### src/rtl/id_ex_operand_stage_if.sv
// id_ex_operand_stage_if
// Groups the decode-slot, forwarding and control signals of the ID/EX operand stage.
//   slave  : view used by the stage (decode/forward/control in, registered ALU side out)
//   master : view used by the surrounding pipeline (drives inputs, observes outputs)
// Parameters: DW datapath width, RW register index width.
interface id_ex_operand_stage_if #(
    parameter int unsigned DW = 32,
    parameter int unsigned RW = 5
);
    // Decode slot
    logic          id_valid_i;
    logic [RW-1:0] id_rs_i;
    logic [RW-1:0] id_rt_i;
    logic [DW-1:0] id_rs_data_i;
    logic [DW-1:0] id_rt_data_i;
    logic [DW-1:0] id_imm_i;
    logic          id_alu_src_i;
    logic [3:0]    id_alu_ctrl_i;
    logic [RW-1:0] id_rd_i;
    logic          id_wb_en_i;
    logic          id_mem_read_i;
    // Forwarding sources
    logic [DW-1:0] ex_result_i;
    logic          wb_en_i;
    logic [RW-1:0] wb_rd_i;
    logic [DW-1:0] wb_data_i;
    // Pipeline control
    logic          hold_i;
    logic          flush_i;
    logic          stall_o;
    // Registered stage outputs
    logic          valid_o;
    logic [DW-1:0] src1_o;
    logic [DW-1:0] src2_o;
    logic [3:0]    ctrl_o;
    logic [DW-1:0] store_data_o;
    logic [RW-1:0] rd_o;
    logic          wb_en_o;
    logic          mem_read_o;

    modport slave (
        input  id_valid_i, id_rs_i, id_rt_i, id_rs_data_i, id_rt_data_i, id_imm_i,
        input  id_alu_src_i, id_alu_ctrl_i, id_rd_i, id_wb_en_i, id_mem_read_i,
        input  ex_result_i, wb_en_i, wb_rd_i, wb_data_i, hold_i, flush_i,
        output stall_o, valid_o, src1_o, src2_o, ctrl_o, store_data_o, rd_o,
        output wb_en_o, mem_read_o
    );

    modport master (
        output id_valid_i, id_rs_i, id_rt_i, id_rs_data_i, id_rt_data_i, id_imm_i,
        output id_alu_src_i, id_alu_ctrl_i, id_rd_i, id_wb_en_i, id_mem_read_i,
        output ex_result_i, wb_en_i, wb_rd_i, wb_data_i, hold_i, flush_i,
        input  stall_o, valid_o, src1_o, src2_o, ctrl_o, store_data_o, rd_o,
        input  wb_en_o, mem_read_o
    );
endinterface

### src/rtl/id_ex_operand_stage.sv
// id_ex_operand_stage
// ID/EX pipeline register feeding the ALU. Forwards rs/rt from EX (the instruction held
// here) and MEM/WB, selects src2 between forwarded rt and the immediate, and detects
// load-use hazards (stall decode, insert one bubble).
// Ports:
//   clk_i : clock, rising edge
//   rst_i : synchronous active-high reset, clears every output register
//   bus   : id_ex_operand_stage_if.slave, decode slot, forwarding sources, hold/flush,
//           combinational stall_o and the registered ALU-side outputs
module id_ex_operand_stage #(
    parameter int unsigned DW = 32,
    parameter int unsigned RW = 5
) (
    input logic                  clk_i,
    input logic                  rst_i,
    id_ex_operand_stage_if.slave bus
);

    logic          valid_q;
    logic          wb_en_q;
    logic          mem_read_q;
    logic [3:0]    ctrl_q;
    logic [RW-1:0] rd_q;
    logic [DW-1:0] src1_q;
    logic [DW-1:0] src2_q;
    logic [DW-1:0] store_data_q;

    logic [DW-1:0] fwd_rs;
    logic [DW-1:0] fwd_rt;
    logic          ex_fwd_ok;
    logic          load_use;

    // A load held here has no result yet, so it never forwards from EX.
    assign ex_fwd_ok = valid_q & wb_en_q & ~mem_read_q;

    always_comb begin
        fwd_rs = bus.id_rs_data_i;
        if (bus.id_rs_i != '0) begin
            if (ex_fwd_ok && (rd_q == bus.id_rs_i)) begin
                fwd_rs = bus.ex_result_i;
            end else if (bus.wb_en_i && (bus.wb_rd_i == bus.id_rs_i)) begin
                fwd_rs = bus.wb_data_i;
            end
        end
    end

    always_comb begin
        fwd_rt = bus.id_rt_data_i;
        if (bus.id_rt_i != '0) begin
            if (ex_fwd_ok && (rd_q == bus.id_rt_i)) begin
                fwd_rt = bus.ex_result_i;
            end else if (bus.wb_en_i && (bus.wb_rd_i == bus.id_rt_i)) begin
                fwd_rt = bus.wb_data_i;
            end
        end
    end

    // rt only matters for the hazard when it feeds the ALU (immediate forms ignore it).
    assign load_use = valid_q & mem_read_q & (rd_q != '0) & bus.id_valid_i &
                      ((rd_q == bus.id_rs_i) | ((rd_q == bus.id_rt_i) & ~bus.id_alu_src_i));

    // Reset and flush both squash the hazard bubble's stall; hold always stalls.
    assign bus.stall_o = bus.hold_i | (~rst_i & ~bus.flush_i & load_use);

    always_ff @(posedge clk_i) begin
        if (rst_i) begin
            valid_q      <= 1'b0;
            wb_en_q      <= 1'b0;
            mem_read_q   <= 1'b0;
            ctrl_q       <= '0;
            rd_q         <= '0;
            src1_q       <= '0;
            src2_q       <= '0;
            store_data_q <= '0;
        end else if (!bus.hold_i) begin
            if (bus.flush_i || load_use) begin
                // Bubble: only control is cleared, data registers are don't-care.
                valid_q    <= 1'b0;
                wb_en_q    <= 1'b0;
                mem_read_q <= 1'b0;
                ctrl_q     <= '0;
                rd_q       <= '0;
            end else begin
                valid_q      <= bus.id_valid_i;
                wb_en_q      <= bus.id_valid_i & bus.id_wb_en_i;
                mem_read_q   <= bus.id_valid_i & bus.id_mem_read_i;
                ctrl_q       <= bus.id_alu_ctrl_i;
                rd_q         <= bus.id_rd_i;
                src1_q       <= fwd_rs;
                src2_q       <= bus.id_alu_src_i ? bus.id_imm_i : fwd_rt;
                store_data_q <= fwd_rt;
            end
        end
    end

    assign bus.valid_o      = valid_q;
    assign bus.wb_en_o      = wb_en_q;
    assign bus.mem_read_o   = mem_read_q;
    assign bus.ctrl_o       = ctrl_q;
    assign bus.rd_o         = rd_q;
    assign bus.src1_o       = src1_q;
    assign bus.src2_o       = src2_q;
    assign bus.store_data_o = store_data_q;

endmodule

### src/flat_wrapper.sv
// flat-port wrapper written by rule: the top's interface ports become plain ports
module id_ex_operand_stage_flat 
#(
    parameter int unsigned DW = 32,
    parameter int unsigned RW = 5
)
  (clk_i, rst_i, bus_id_valid_i, bus_id_rs_i, bus_id_rt_i, bus_id_rs_data_i, bus_id_rt_data_i, bus_id_imm_i, bus_id_alu_src_i, bus_id_alu_ctrl_i, bus_id_rd_i, bus_id_wb_en_i, bus_id_mem_read_i, bus_ex_result_i, bus_wb_en_i, bus_wb_rd_i, bus_wb_data_i, bus_hold_i, bus_flush_i, bus_stall_o, bus_valid_o, bus_src1_o, bus_src2_o, bus_ctrl_o, bus_store_data_o, bus_rd_o, bus_wb_en_o, bus_mem_read_o);
  id_ex_operand_stage_if #(.DW(DW), .RW(RW)) bus_i ();
  input logic clk_i;
  input logic rst_i;
  input wire logic [$bits(bus_i.id_valid_i)-1:0] bus_id_valid_i;
  input wire logic [$bits(bus_i.id_rs_i)-1:0] bus_id_rs_i;
  input wire logic [$bits(bus_i.id_rt_i)-1:0] bus_id_rt_i;
  input wire logic [$bits(bus_i.id_rs_data_i)-1:0] bus_id_rs_data_i;
  input wire logic [$bits(bus_i.id_rt_data_i)-1:0] bus_id_rt_data_i;
  input wire logic [$bits(bus_i.id_imm_i)-1:0] bus_id_imm_i;
  input wire logic [$bits(bus_i.id_alu_src_i)-1:0] bus_id_alu_src_i;
  input wire logic [$bits(bus_i.id_alu_ctrl_i)-1:0] bus_id_alu_ctrl_i;
  input wire logic [$bits(bus_i.id_rd_i)-1:0] bus_id_rd_i;
  input wire logic [$bits(bus_i.id_wb_en_i)-1:0] bus_id_wb_en_i;
  input wire logic [$bits(bus_i.id_mem_read_i)-1:0] bus_id_mem_read_i;
  input wire logic [$bits(bus_i.ex_result_i)-1:0] bus_ex_result_i;
  input wire logic [$bits(bus_i.wb_en_i)-1:0] bus_wb_en_i;
  input wire logic [$bits(bus_i.wb_rd_i)-1:0] bus_wb_rd_i;
  input wire logic [$bits(bus_i.wb_data_i)-1:0] bus_wb_data_i;
  input wire logic [$bits(bus_i.hold_i)-1:0] bus_hold_i;
  input wire logic [$bits(bus_i.flush_i)-1:0] bus_flush_i;
  output wire logic [$bits(bus_i.stall_o)-1:0] bus_stall_o;
  output wire logic [$bits(bus_i.valid_o)-1:0] bus_valid_o;
  output wire logic [$bits(bus_i.src1_o)-1:0] bus_src1_o;
  output wire logic [$bits(bus_i.src2_o)-1:0] bus_src2_o;
  output wire logic [$bits(bus_i.ctrl_o)-1:0] bus_ctrl_o;
  output wire logic [$bits(bus_i.store_data_o)-1:0] bus_store_data_o;
  output wire logic [$bits(bus_i.rd_o)-1:0] bus_rd_o;
  output wire logic [$bits(bus_i.wb_en_o)-1:0] bus_wb_en_o;
  output wire logic [$bits(bus_i.mem_read_o)-1:0] bus_mem_read_o;
  assign bus_i.id_valid_i = bus_id_valid_i;
  assign bus_i.id_rs_i = bus_id_rs_i;
  assign bus_i.id_rt_i = bus_id_rt_i;
  assign bus_i.id_rs_data_i = bus_id_rs_data_i;
  assign bus_i.id_rt_data_i = bus_id_rt_data_i;
  assign bus_i.id_imm_i = bus_id_imm_i;
  assign bus_i.id_alu_src_i = bus_id_alu_src_i;
  assign bus_i.id_alu_ctrl_i = bus_id_alu_ctrl_i;
  assign bus_i.id_rd_i = bus_id_rd_i;
  assign bus_i.id_wb_en_i = bus_id_wb_en_i;
  assign bus_i.id_mem_read_i = bus_id_mem_read_i;
  assign bus_i.ex_result_i = bus_ex_result_i;
  assign bus_i.wb_en_i = bus_wb_en_i;
  assign bus_i.wb_rd_i = bus_wb_rd_i;
  assign bus_i.wb_data_i = bus_wb_data_i;
  assign bus_i.hold_i = bus_hold_i;
  assign bus_i.flush_i = bus_flush_i;
  assign bus_stall_o = bus_i.stall_o;
  assign bus_valid_o = bus_i.valid_o;
  assign bus_src1_o = bus_i.src1_o;
  assign bus_src2_o = bus_i.src2_o;
  assign bus_ctrl_o = bus_i.ctrl_o;
  assign bus_store_data_o = bus_i.store_data_o;
  assign bus_rd_o = bus_i.rd_o;
  assign bus_wb_en_o = bus_i.wb_en_o;
  assign bus_mem_read_o = bus_i.mem_read_o;
  id_ex_operand_stage #(.DW(DW), .RW(RW)) u_core (.clk_i(clk_i), .rst_i(rst_i), .bus(bus_i));
endmodule
### config.mk
export PLATFORM = sky130hd
export DESIGN_NAME = id_ex_operand_stage_flat
export DESIGN_NICKNAME = d
export VERILOG_FILES = /design/src/rtl/id_ex_operand_stage_if.sv /design/src/rtl/id_ex_operand_stage.sv /design/src/flat_wrapper.sv
export SDC_FILE = /design/constraint.sdc
export NUM_CORES = 1
export LEC_CHECK = 0
export CAP_MARGIN = 20
export CORE_UTILIZATION = 42
export DETAILED_ROUTE_END_ITERATION = 12
export PLACE_DENSITY = 0.81
export SETUP_SLACK_MARGIN = 0.1
export SLEW_MARGIN = 0
export SYNTH_ARGS = -nofsm -noshare
export SYNTH_HDL_FRONTEND = slang
export SYNTH_SLANG_ARGS = --single-unit
### constraint.sdc
create_clock -name clk_i -period 2.9 [get_ports clk_i]
set_input_delay 0.435 -clock clk_i [delete_from_list [all_inputs] [get_ports clk_i]]
set_output_delay 0.435 -clock clk_i [all_outputs]
set_load 0.05 [all_outputs]
## After elaboration in Yosys (flattened, before gate mapping)

Cells that the tools add are included.

| storage, ports and cells | value |
|---|---|
| register bits | 108 |
| output and inout port bits | 109 |
| word-level logic and storage cells | 52 |

| operators by class | value |
|---|---|
| equality and inequality tests | 4 |
| muxes and demuxes | 12 |
| bitwise gates (word level) | 19 |
| reductions and logical operators | 9 |

Operator list:

| cell | count |
|---|---|
| 2-to-1 mux 32 bit | 7 |
| equality test 5 bit | 4 |
| nonzero test 5 bit | 3 |
| AND 1 bit | 11 |
| NOT 1 bit | 6 |
| 2-to-1 mux 5 bit | 1 |
| logical AND 1 bit | 4 |
| 2-to-1 mux 4 bit | 1 |
| 2-to-1 mux 1 bit | 3 |
| OR 1 bit | 2 |
| AND reduction 2 bit | 1 |
| logical OR 1 bit | 1 |

## Depth between registers and ports, before layout

Gate-level depths: netlist (run 1).

| logic depth | value |
|---|---|
| depth after elaboration | 7 |
| gate-level depth with buffers | 9 |
| gate-level depth less buffers | 6 |

## Least setup slack after synthesis (run 1)

OpenSTA, ideal clock, no wires.

| timing path | value |
|---|---|
| path kind | reg-to-output |
| from | reg u_core.rd_q[2], in the netlist u_core.bus.rd_o[2] |
| to | out bus_stall_o |
| data arrival time | 2881 ps |
| required time | 2465 ps |
| slack | -416 ps |
| stages on the path, launching flop included | 5 |
| path through | dfxtp_1 xor2_1 nor3_1 a32oi_2 o41ai_1 |

| on the way | value |
|---|---|
| cells in the longest elaborated chain, start to end | 6 |
| elaborated cells on any way between the ends | 10 |
| those cells by class | eq/ne: 2; bitwise: 7; reduce/logical: 1 |

Ends and longest elaborated chain:

| what | line | RTL |
|---|---|---|
| start: declaration | id_ex_operand_stage.sv:23 | `logic [RW-1:0] rd_q;` |
| start signal: assignment | id_ex_operand_stage.sv:88 | `rd_q <= bus.id_rd_i;` |
| equality test 5 bit / nonzero test 5 bit (equally long branches) | id_ex_operand_stage.sv:60, id_ex_operand_stage.sv:59 |  |
| AND 1 bit, on equally long branches | id_ex_operand_stage.sv:60, id_ex_operand_stage.sv:59 |  |
| OR 1 bit / AND 1 bit (equally long branches) | id_ex_operand_stage.sv:60, id_ex_operand_stage.sv:59 |  |
| AND 1 bit * | id_ex_operand_stage.sv:59 | `assign load_use = valid_q & mem_read_q & (rd_q != '0) & bus.id_valid_i &` |
| AND 1 bit * | id_ex_operand_stage.sv:63 | `assign bus.stall_o = bus.hold_i \| (~rst_i & ~bus.flush_i & load_use);` |
| OR 1 bit * | id_ex_operand_stage.sv:63 |  |
| end: declaration | flat_wrapper.sv:28 | `output wire logic [$bits(bus_i.stall_o)-1:0] bus_stall_o;` |

Every way passes the cells marked *; elsewhere a longest branch is shown, timed or not.

## Worst setup path after layout (run 1)

| timing path | value |
|---|---|
| from | in bus_id_rs_i[4] |
| to | out bus_stall_o |

| on the way | value |
|---|---|
| cells in the longest elaborated chain, start to end | 5 |

Ends and longest elaborated chain:

| what | line | RTL |
|---|---|---|
| start: declaration | flat_wrapper.sv:12 | `input wire logic [$bits(bus_i.id_rs_i)-1:0] bus_id_rs_i;` |
| equality test 5 bit | id_ex_operand_stage.sv:60 | `((rd_q == bus.id_rs_i) \| ((rd_q == bus.id_rt_i) & ~bus.id_alu_src_i));` |
| OR 1 bit | id_ex_operand_stage.sv:60 |  |
| AND 1 bit | id_ex_operand_stage.sv:59 |  |
| AND 1 bit | id_ex_operand_stage.sv:63 |  |
| OR 1 bit | id_ex_operand_stage.sv:63 |  |

Every way passes these cells.

==> impl_metrics.csv, run 1 <==
group,metric,value,unit
timing,relSlewSlack,50.9,%
timing,fin_hold_ws,0.457,ns
logic_synthesis,ys_warn_count,0,
global_route,grt_max_degree,84,
logic_synthesis,synthMuxAreaShare,11.5,%
clock_tree,numCtsBuffers,9,
logic_synthesis,synth_most_common_cell,"dfxtp_1",
worst_setup_path,r2r-start,"u_core.bus.rd_o[0]",
worst_setup_path,rrSetupSlack,0.52,ns
floorplan,die-area,15400,sq um
clock_tree,cts_setup_buffers,0,
drt,topRoutingLayerUsed,"met4",
power,peakVddDrop,0.259,mV
timing,period_minus_slack,2.64,ns
timing,setup-tns-final,0,ns
floorplan,die_y,124,microns
worst_setup_path,worst_ep_required_time,2.47,ns
logic_synthesis,yosysUniqueCellTypes,34,
clock_tree,cts_hold_buf,0,
worst_setup_path,regToRegEndpoint,"u_core.bus.src1_o[11]",
logic_synthesis,syn_nets,873,
logic_synthesis,syn-cell-area,6270,sq um
worst_setup_path,endpoint_kind,"output pin",
clock_tree,numClockSinks,108,
logic_synthesis,synth_largest_area_cell,"dfxtp_1",
worst_setup_path,rr_worst_depth,6,
logic_synthesis,synth_top_family_by_area,"simple AND/OR/NAND/NOR gates",
finish,diodes,0,
worst_setup_path,timing_worst_setup_path_type,"input port to output pin",
global_route,grt_pass1_vias,6781,
logic_synthesis,synthTopCellsByArea,"dfxtp_1 (34%), mux2_1 (10%), nand4b_1 (8.9%)",
worst_setup_path,crit_path_top_delay_cell,"clkdlybuf4s50_1",
job,drv_cap,0,
floorplan,rows,44,
global_route,grt_pass1_wl,36500,microns
drt,antenna_left,0,
timing,fin_skew,0.00738,ns
drt,remaining_drc_errors,0,
floorplan,initial_core_util,43.1,%
drt,wl_met3,2140,microns
global_route,gr-usage-all-layers,31.2,%
logic_synthesis,synth_common_cells,"dfxtp_1 (108), nand4b_1 (64), nand3b_1 (62)",
worst_setup_path,worstSetupStartpoint,"bus_id_rs_i[4]",
floorplan,io_pins,302,
place,placed_cell_area,9660,sq um
power,static-leakage-power,0.00328,uW
drt,first_iter_violations,568,
finish,final_layout_size_suffix_gt1_share,12.1,%
finish,final_nets,1148,
clock_tree,cts_tree,"yes",
logic_synthesis,synthSimpleGateAreaFrac,23.6,%
drt,wl,24700,microns
worst_setup_path,worstPathCellList,"clkdlybuf4s50_1, xor2_1, nor3_1, a32oi_2, o41ai_2, buf_12",
clock_tree,clk-insertion-delay-late,0.36,ns
finish,stdcell_area,9950,sq um
worst_setup_path,start_kind,"input port",
worst_setup_path,critPathArrivalTime,2.20,ns
timing,setup_viol,0,
finish,n_fill_cell,1174,
logic_synthesis,synth_area_per_cell,9.22,sq um
drt,vias,6879,
drt,route.met2.wl,11900,microns
logic_synthesis,synth_xor_area_share,2.79,%
drt,drt_first_pass_iters,5,
drt,routedLengthMet1,9750,microns
clock_tree,clkTransAtPathRegs,0.07,ns
place,io_buffer_count,301,
logic_synthesis,synth_flop_cell,"dfxtp_1",
floorplan,die_w,124,microns
floorplan,core_area,14500,sq um
logic_synthesis,syn-instance-count,680,
logic_synthesis,synth.top_cell.area_share,34.5,%
worst_setup_path,critical_path.endpoint,"bus_stall_o",
finish,area_growth,58.8,%
worst_setup_path,max_stage_delay,0.50,ns
place,dpl.hpwl,18000,microns
place,dpl.cell_count,1128,
global_route,antenna_found_initial,0,
finish,fin_cells,1144,
logic_synthesis,synth_adder_area_share,0,%
timing,rsz0062_at_grt,"no",
clock_tree,cts_resized,0,
timing,fmax,0.379,GHz
clock_tree,cts_max_level,3,
status,outcome,"finished clean",
timing,finalCritPeriodShare,91.0,%
logic_synthesis,synth_edf_count,0,
timing,hold_viol,0,
power,power.density,402,nW/um^2
clock_tree,clock_path_buffers,2,
global_route,grt-ovfl-total,0,
timing,worst_slew_pin_slew,0.737,ns
clock_tree,cts_root_buf,"clkbuf_16",
drt,routedWlPerCell,21.6,microns
place,place.gp.congestion,0.888,
logic_synthesis,synth_compound_area_share,21.8,%
logic_synthesis,ys_ff_latch,108,
min_path,hp-class,"flop to flop",
logic_synthesis,yosysSeqAreaShare,34.5,%
worst_setup_path,crit_fanout,3,
timing,slew_violations,0,
logic_synthesis,synthArstFlopShare,0,%
drt,viasPerCell,6.01,
## per-stage QoR
step                      power, uW  util (%)  setup slack [ns]
after floorplan                2210         -             0.255
after global placement         2780      66.5             0.189
after detailed placement       2790      66.5             0.111
after CTS                      4010      68.4             0.141
after global routing           4120      68.5             0.179
final                          4000      68.5             0.260
## power by group
part	switching (uW)	internal (uW)	leakage (uW)
Clock	624	603	0.000137
Combinational	641	523	0.00226
Sequential	46.7	1560	0.000883
## worst max-delay path: cells and delay by family
kind / cells / cell delay (ns)
buffers and inverters: 2 / 0.70
AO/OA/AOI/OAI: 2 / 0.56
AND/OR/NAND/NOR: 1 / 0.33
XOR/XNOR: 1 / 0.18
## cell families (layout without fill, tap and decap cells)
group | Yosys count | after routing
multiplexers | 64 | 64
flip-flops | 108 | 108
buffers and inverters | 81 | 361
AO/OA/AOI/OAI | 181 | 181
XOR/XNOR | 20 | 20
AND/OR/NAND/NOR | 226 | 226
## flip-flops by register name, indices dropped and copies added (netlist names)
name / flops
u_core.bus.mem_read_o: 1
u_core.bus.wb_en_o: 1
u_core.bus.src1_o: 32
u_core.bus.src2_o: 32
u_core.bus.rd_o: 5
u_core.bus.store_data_o: 32
u_core.bus.ctrl_o: 4
u_core.bus.valid_o: 1
## per-layer routing
layer | vias up | track usage [%]
met3 | 54 | 6.46
met5 | - | 0
li1 | 3179 | -
met4 | 0 | 15.8
met2 | 359 | 53.6
met1 | 3287 | 36.5
## layout by cell type (no fill, tap or decap), types with 3 or more instances in the layout
cell type / instances
dfxtp_1: 108
mux2_1: 56
buf_12: 9
nand2_1: 34
xor2_1: 20
clkbuf_16: 9
a22oi_1: 10
mux2_2: 8
buf_4: 35
a21oi_1: 34
nor2_2: 3
nand4b_1: 64
nand3_1: 33
o21ai_1: 31
o22ai_1: 31
nand3b_1: 62
o221ai_1: 34
clkdlybuf4s50_1: 298
nor2_1: 17
or4_1: 3
o211ai_2: 30
## how the worst min path moves through the flow
stage | start | slack, ns | end | depth (start not counted)
6_report | u_core.bus.src1_o[2] | 0.46 | u_core.bus.src1_o[2] | 2
2_1_floorplan | bus_id_alu_ctrl_i[0] | 0.58 | u_core.bus.ctrl_o[0] | 2
5_1_grt | u_core.bus.src1_o[5] | 0.47 | u_core.bus.src1_o[5] | 2
3_3_place_gp | u_core.bus.src1_o[4] | 0.44 | u_core.bus.src1_o[4] | 2
3_5_place_dp | u_core.bus.src1_o[4] | 0.45 | u_core.bus.src1_o[4] | 2
4_1_cts | u_core.bus.src1_o[4] | 0.46 | u_core.bus.src1_o[4] | 2
## final cells by class
cell class	count	area, sq um	share of cell area [%]
multi-input combinational	491	3830	38.5
clock inverter	6	56.3	0.566
clock buffer	10	229	2.30
timing repair buffer	343	3430	34.5
sequential	108	2160	21.7
inverter	2	7.51	0.0754
tap	184	230	2.31
Power figures use the tool's default switching activity.
==> inputs of run 2 (changes only) <==
CAP_MARGIN = 10   (was 20)
==> results of run 2 <==
Same layout as run 1: the final DEF is identical, and so are final timing and power.
==> variant: new RTL, config.mk and constraints of run 1 <==
`DW` is set to 32 in 3 places; all go to 48.
--- a/src/rtl/id_ex_operand_stage_if.sv
+++ b/src/rtl/id_ex_operand_stage_if.sv
@@ -5,5 +5,5 @@
 // Parameters: DW datapath width, RW register index width.
 interface id_ex_operand_stage_if #(
-    parameter int unsigned DW = 32,
+    parameter int unsigned DW = 48,
     parameter int unsigned RW = 5
 );
--- a/src/rtl/id_ex_operand_stage.sv
+++ b/src/rtl/id_ex_operand_stage.sv
@@ -9,5 +9,5 @@
 //           combinational stall_o and the registered ALU-side outputs
 module id_ex_operand_stage #(
-    parameter int unsigned DW = 32,
+    parameter int unsigned DW = 48,
     parameter int unsigned RW = 5
 ) (
--- a/src/flat_wrapper.sv
+++ b/src/flat_wrapper.sv
@@ -2,5 +2,5 @@
 module id_ex_operand_stage_flat 
 #(
-    parameter int unsigned DW = 32,
+    parameter int unsigned DW = 48,
     parameter int unsigned RW = 5
 )
Ports: changed (8 resized); port bits go from 302 to 430. No check against the original RTL was run, so the function may have changed too.
==> variant against run 1 <==
Power grew 55%; setup slack worse by 0.021 ns; sequential cell count increased by 48; design area is 40% higher; routed wire length is 55% higher; maximum frequency is 0.78% lower; area after synthesis up 36%; sequential power is 45% higher; critical path depth up 1; first-iteration DRC count grew 28%.
==> variant: results (changes against run 1) <==
| Metric | Value |
|---|---|
| Final Skew | 0.00767 ns (+0.000294 ns) |
| Net Count, Synth | 1243 (+42%) |
| DR WL met2 | 18100 µm (+52%) |
| Total number of vias | 9830 (+43%) |
| Nets | 1633 (+42%) |
| Max transition margin | 56.2% (+5.3 points) |
| Hold Path Class | in -> reg |
| Leakage | 4.61 nW (+41%) |
| GP Congestion | 0.934 (+5.2%) |
| Post-synthesis sequential area ratio | 36.6% (+2.1 points) |
| Compound-gate portion of the synthesized area | 22.7% (+0.89 points) |
| Initial antenna violation count | 7 (+7) |
| Post-Synth XOR/XNOR Area | 2.05% (-0.74 points) |
| Worst path arrival time | 2.23 ns (+0.03 ns) |
| 1st-iter DRT viols | 727 (+28%) |
| Met3 WL | 3560 µm (+66%) |
| Largest net degree at the start of global routing | 72 (-14%) |
| Cell count after synthesis | 970 (+43%) |
| TritonCTS Buffers | 17 (+8) |
| Port bufs | 429 (+43%) |
| First drt pass iteration count | 6 (+1) |
| First-pass GRT wire length | 55700 µm (+53%) |
| Clk Latency, worst-skew pair | 0.42 ns (+0.06 ns) |
| Layout cells sized above 1 | 11.9% (-0.21 points) |
| Worst path max stage delay | 0.56 ns (+0.06 ns) |
| DR vias/cell | 5.98 (-0.62%) |
| Outcome | finished clean |
==> variant: logic make-up after synthesis <==
logic type,after synthesis
simple gates,373
xor+xnor,20
compound gates,263
flops,156
buf+inv,107
mux,51
==> variant: cell type report <==
| type | instances | area, µm² |
|---|---|---|
| multi-input combinational | 707 | 5050 |
| tap | 265 | 332 |
| sequential | 156 | 3120 |
| fill | 1528 | 5760 |
| antenna | 7 | 17.5 |
| clock inverter | 14 | 135 |
| inverter | 2 | 7.51 |
| clock buffer | 18 | 439 |
| timing repair buffer | 476 | 4850 |
==> variant: per-stage QoR <==
stage	area, µm²	worst slack (ns)	total power [mW]
after detailed placement	13400	0.0473	3.98
final	14000	0.240	6.19
after global placement	13400	0.0953	3.97
after global routing	14000	0.121	6.37
after floorplan	8550	0.126	3.16
after CTS	13900	0.191	6.18
==> variant: worst max-delay path, delay by kind of cell <==
kind,cells,cell delay (ns)
AOI/OAI and AO/OA,2,0.63
and+or+nand+nor,1,0.13
xor gates and xnor gates,1,0.16
buffers and inverters,3,0.86
==> variant: path summary, 6_finish.rpt <==
| path | depth (start not counted) | end | slack, ns | startpoint |
|---|---|---|---|---|
| worst min register to register | 2 | u_core.bus.src1_o[37] | 0.46 | u_core.bus.src1_o[37] |
| worst max-delay path | 7 | bus_stall_o | 0.24 | bus_id_rt_i[3] |
| worst max register to register | 8 | u_core.bus.src1_o[1] | 0.40 | u_core.bus.rd_o[4] |
| worst min-delay path | 2 | u_core.bus.wb_en_o | 0.42 | rst_i |
==> variant: repair_timing <==
item                       CTS  global route
setup endpoints to repair    0             1
hold buffers                 0             0
gates resized for setup      0             2
==> variant: report_power, final <==
group / switching (mW) / total (mW) / internal, mW / leakage, nW
registers: 0.0678 / 2.32 / 2.25 / 1.28
clock network: 1.00 / 2.23 / 1.22 / 0.270
logic: 0.900 / 1.64 / 0.738 / 3.07
==> variant: layer usage <==
layer / global-route usage (%) / up-vias
li1: - / 4428
met1: 43.2 / 4700
met2: 57.9 / 588
met3: 9.11 / 114
met4: 20.1 / 0
met5: 0 / -
